### config.mk
export PLATFORM = sky130hd
export DESIGN_NAME = fruit_slot_scheduler
export DESIGN_NICKNAME = d
export VERILOG_FILES = /design/src/rtl/fruit_slot_scheduler.sv
export SDC_FILE = /design/constraint.sdc
export NUM_CORES = 1
export LEC_CHECK = 0
export CORE_MARGIN = 1.5
export CORE_UTILIZATION = 47
export CTS_CLUSTER_DIAMETER = 40
export CTS_CLUSTER_SIZE = 24
export DETAILED_ROUTE_END_ITERATION = 12
export PLACE_DENSITY_LB_ADDON = 0.1
export SYNTH_ARGS = -nofsm -noshare
export SYNTH_HDL_FRONTEND = slang
export SYNTH_SLANG_ARGS = --single-unit
### constraint.sdc
create_clock -name clk -period 3.76 [get_ports clk]
set_input_delay 0.752 -clock clk [delete_from_list [all_inputs] [get_ports clk]]
set_output_delay 0.752 -clock clk [all_outputs]
set_load 0.005 [all_outputs]
### src/rtl/fruit_slot_scheduler.sv
// Four-slot fruit spawner for the game: a per-slot IDLE/HANGING/FALLING FSM,
// an LFSR for fruit types, and a frame counter that paces spawn attempts.
module fruit_slot_scheduler #(
  parameter int unsigned SPAWN_PERIOD = 120,
  parameter logic [7:0]  LFSR_SEED    = 8'hA5
) (
  input  logic       clk,
  input  logic       resetN,
  input  logic       startOfFrame,
  input  logic       enable,
  input  logic [3:0] collision,
  input  logic [3:0] floor_hit,
  output logic [7:0] fruit1_type,
  output logic [7:0] fruit2_type,
  output logic [7:0] fruit3_type,
  output logic [7:0] fruit4_type,
  output logic [3:0] slot_active,
  output logic [3:0] slot_falling,
  output logic       score_pulse,
  output logic [7:0] score_value
);

  localparam logic [7:0] LAST_FRAME = 8'(SPAWN_PERIOD - 1);

  // bit 0 = slot occupied, bit 1 = falling; the outputs decode straight from the flops
  localparam logic [1:0] ST_IDLE    = 2'b00;
  localparam logic [1:0] ST_HANGING = 2'b01;
  localparam logic [1:0] ST_FALLING = 2'b11;

  logic [7:0] r_lfsr;
  logic [7:0] r_frame_cnt;
  logic [1:0] r_state [4];
  logic [7:0] r_type  [4];
  logic       r_score_pulse;
  logic [7:0] r_score_value;

  logic       w_lfsr_fb;
  logic       w_frame_tick;
  logic       w_wrap;
  logic [3:0] w_idle;
  logic [3:0] w_spawn_sel;
  logic [3:0] w_collect;
  logic [3:0] w_drop;
  logic [7:0] w_spawn_type;
  logic [7:0] w_score_sum;
  logic [1:0] w_state_nxt [4];
  logic [7:0] w_type_nxt  [4];

  assign w_lfsr_fb    = r_lfsr[7] ^ r_lfsr[5] ^ r_lfsr[4] ^ r_lfsr[3];
  assign w_frame_tick = startOfFrame & enable;
  assign w_wrap       = w_frame_tick && (r_frame_cnt == LAST_FRAME);
  assign w_spawn_type = {6'd0, r_lfsr[1:0]} + 8'd1;

  always_comb begin
    w_idle      = '0;
    w_collect   = '0;
    w_drop      = '0;
    w_score_sum = '0;
    for (int i = 0; i < 4; i++) begin
      w_idle[i]    = (r_state[i] == ST_IDLE);
      w_collect[i] = collision[i] && (r_state[i] == ST_HANGING);
      w_drop[i]    = floor_hit[i] && (r_state[i] == ST_FALLING);
      if (w_collect[i]) w_score_sum = w_score_sum + 8'(r_type[i] * 8'd10);
    end
    // lowest set bit of the idle mask; a slot freed this cycle is still FALLING here
    w_spawn_sel = w_wrap ? (w_idle & (~w_idle + 4'd1)) : 4'd0;
  end

  always_comb begin
    for (int i = 0; i < 4; i++) begin
      w_state_nxt[i] = r_state[i];
      w_type_nxt[i]  = r_type[i];
      if (w_spawn_sel[i]) begin
        w_state_nxt[i] = ST_HANGING;
        w_type_nxt[i]  = w_spawn_type;
      end else if (w_collect[i]) begin
        w_state_nxt[i] = ST_FALLING;
      end else if (w_drop[i]) begin
        w_state_nxt[i] = ST_IDLE;
        w_type_nxt[i]  = 8'd0;
      end
    end
  end

  always_ff @(posedge clk or negedge resetN) begin
    if (!resetN) begin
      r_lfsr        <= LFSR_SEED;
      r_frame_cnt   <= 8'd0;
      r_score_pulse <= 1'b0;
      r_score_value <= 8'd0;
      for (int i = 0; i < 4; i++) begin
        r_state[i] <= ST_IDLE;
        r_type[i]  <= 8'd0;
      end
    end else begin
      r_lfsr <= {r_lfsr[6:0], w_lfsr_fb};
      if (w_frame_tick) r_frame_cnt <= w_wrap ? 8'd0 : r_frame_cnt + 8'd1;
      r_score_pulse <= |w_collect;
      r_score_value <= (|w_collect) ? w_score_sum : 8'd0;
      for (int i = 0; i < 4; i++) begin
        r_state[i] <= w_state_nxt[i];
        r_type[i]  <= w_type_nxt[i];
      end
    end
  end

  assign fruit1_type  = r_type[0];
  assign fruit2_type  = r_type[1];
  assign fruit3_type  = r_type[2];
  assign fruit4_type  = r_type[3];
  assign slot_active  = {r_state[3][0], r_state[2][0], r_state[1][0], r_state[0][0]};
  assign slot_falling = {r_state[3][1], r_state[2][1], r_state[1][1], r_state[0][1]};
  assign score_pulse  = r_score_pulse;
  assign score_value  = r_score_value;

endmodule

==> impl_metrics.json <==
{
  "yosys_register_bits": 44,
  "crit_required_ns": 3.99,
  "drt-pass1-iter-count": 4,
  "whs_path_depth": 0,
  "clock_path_buffers": 2,
  "io_buffers": 39,
  "hold_viol_final": 0,
  "crit_type": "in2reg",
  "startpoint": "collision[0]",
  "drive_gt1_share_pct": 22.7,
  "hold_ws_ns": 0.359,
  "rr_worst_depth": 19,
  "relSlewSlack_pct": 33.4,
  "avgViaCountPerCell": 5.00,
  "start_kind": "primary input",
  "setup_violations": 2,
  "max_freq_mhz": 258,
  "tightest_slew_ns": 0.999,
  "num_rows": 28,
  "wl_per_cell_um": 13.7,
  "numCtsBuffers": 5,
  "insertion_delay_ns": 0.30,
  "cts_hold_buf": 0,
  "ant_nets": 0,
  "timing.final.crit_share_pct": 103,
  "min_path_type": "reg2reg",
  "peakVddDrop_uv": 216,
  "ios": 61,
  "vias": 2246,
  "clk_pin_slew_ns": 0.09,
  "async_flop_share_pct": 100,
  "dp_worst_setup_slack_ns": -0.884,
  "rsz0062_at_grt": "yes",
  "synthCells": 303,
  "cts_root_buf": "clkbuf_8",
  "dieWidth_um": 82.4,
  "avgSynthCellArea_um2": 9.79,
  "drv_cap": 0,
  "cts_tree": "yes",
  "failed_checks": "negative setup slack",
  "finalClockSkew_ns": 0.0131,
  "dieArea_um2": 6800,
  "grtUsageTotal_pct": 19.5,
  "ys_seq_area_share_pct": 37.3,
  "h-tree-depth": 2,
  "numPlacedInstances": 437,
  "worst_slack_ns": -0.121,
  "clock-sinks": 44,
  "synth_edf_count": 0,
  "yosys_warnings": 0,
  "ys_types": 42,
  "hold_start": "r_lfsr[6]$_DFF_PN0_",
  "place_hpwl_mm": 4.70,
  "antenna_cells": 0,
  "initial_utilization_pct": 49.5,
  "routed_wl_mm": 6.17,
  "critPathArrivalTime_ns": 4.11,
  "core_um2": 5990,
  "setup_tns_ns": -0.208,
  "die_h_um": 82.4,
  "grt_pass1_vias": 2110,
  "grt_max_degree": 45,
  "status": "finished with violations",
  "final_max_slew_viol_count": 0,
  "period_minus_slack_ns": 3.88,
  "syn-cell-area_um2": 2970,
  "overflow": 0,
  "r2r_start": "slot_falling[0]$_DFFE_PN0P_",
  "fin_util_pct": 63.9,
  "gp_congestion": 0.785,
  "end_kind": "flip-flop",
  "leakage_uw": 0.00191,
  "cp_max_fo": 4,
  "drtIter0Drc": 71,
  "syn_to_final_growth_pct": 29.1,
  "nets": 420,
  "synth_ff_type": "dfrtp_1",
  "stdcell_count": 449,
  "drc": 0,
  "powerDensity_nw_per_um2": 253,
  "antenna_found_initial": 0,
  "grt_pass1_wl_mm": 9.85
}
==> through the flow <==
step / area, um^2 / total power [uW]
after global placement: 3590 / 603
after global routing: 3830 / 1020
final: 3830 / 968
after detailed placement: 3590 / 605
after CTS: 3780 / 984
after floorplan: 3100 / 588
==> power by group <==
| part | total [uW] | internal (uW) | switching (uW) | leakage, uW |
|---|---|---|---|---|
| logic | 70.7 | 35.5 | 35.2 | 0.00126 |
| registers | 525 | 498 | 27.3 | 0.000591 |
| clock network | 372 | 200 | 172 | 0.0000548 |
==> sequential cells by signal, indices dropped and copies added, names as in the netlist <==
name and cells:
score_value 7, slot_falling 4, slot_active 4, fruit2_type 3, r_frame_cnt 8, fruit1_type 3
fruit3_type 3, score_pulse 1, r_lfsr 8, fruit4_type 3
==> routing by layer <==
metal | vias up | global-route usage (%) | wire, um
met5 | - | 0 | 0
met4 | 0 | 4.07 | 46
met3 | 5 | 4.29 | 201
met2 | 33 | 33.7 | 3010
met1 | 1066 | 24.8 | 2910
li1 | 1142 | - | -
==> critical path, stage by stage <==
cell	delay, ns
buf_6	0.06
and3b_2	0.21
and2_4	0.16
ha_4	0.13
inv_2	0.03
fa_2	0.53
nor2_2	0.04
a21oi_2	0.18
inv_2	0.07
ha_4	0.24
a211oi_2	0.21
o21bai_1	0.09
a21oi_1	0.16
xnor2_1	0.09
mux2_4	0.29
ha_4	0.29
nor2_4	0.04
a211oi_2	0.21
xnor2_1	0.17
xnor2_1	0.14
==> cell usage after synthesis (6+ instances only) <==
cell type	n	share of area [%]
a21oi_1	10	1.7
dfrtp_1	40	34
xnor2_1	14	4.1
and2_1	6	1.3
inv_1	13	1.6
mux2_2	10	3.8
a21o_1	8	2.0
ha_1	32	13
nor2_1	13	1.6
mux2i_1	7	2.4
nand3_1	13	2.2
o21ai_0	16	2.7
buf_4	21	5.3
nand2_1	38	4.8
==> cells in the final DEF (no fill, tap or decap), drive strengths merged, types with 2 or more instances in the layout <==
cell type	count
or4	2
o21ai	16
xnor2	14
and2	6
a21oi	10
and2b	2
o22ai	2
clkbuf	5
mux2	10
buf	35
or3	3
nor2b	5
inv	14
dfrtp	40
nand3	13
nand2	38
xor2	5
a21o	8
nand3b	3
fa	3
conb	21
clkdlybuf4s50	37
dfstp	4
mux2i	7
o21a	4
o21bai	2
ha	32
a211oi	4
nor2	13
nand4	3
nand2b	2
==> kinds of logic after synthesis <==
| kind of cell | synth area share [%] |
|---|---|
| xor gates and xnor gates | 5.61 |
| DFF | 37.3 |
| other | 0.126 |
| muxes | 6.16 |
| adders and majority gates | 15.5 |
| buffers and inverters | 8.52 |
| AOI/OAI and AO/OA | 11.0 |
| and+or+nand+nor | 15.8 |
==> path summary, 6_finish.rpt <==
check / endpoint / slack (ns)
min: r_lfsr[7]$_DFF_PN1_ / 0.36
max reg2reg: score_value[7]$_DFF_PN0_ / -0.06
min in group asynchronous: score_pulse$_DFF_PN0_ / 0.60
min reg2reg: r_lfsr[7]$_DFF_PN1_ / 0.36
max: score_value[7]$_DFF_PN0_ / -0.12
max in group asynchronous: fruit3_type[0]$_DFFE_PN0P_ / 2.52
==> layout make-up <==
| type | instances | area, um^2 |
|---|---|---|
| Sequential cell | 44 | 1110 |
| Fill cell | 522 | 2160 |
| Clock inverter | 3 | 46.3 |
| Multi-Input combinational cell | 237 | 1830 |
| Inverter | 13 | 48.8 |
| Clock buffer | 5 | 68.8 |
| Timing Repair Buffer | 72 | 634 |
| Tap cell | 75 | 93.8 |
==> repair_timing <==
item,4_1_cts,5_1_grt
pin swaps,18,4
gates resized for setup,19,7
endpoints found under the setup margin,5,4
buffers inserted,3,2
gates cloned,0,0
(Power assumes the default switching activity.)
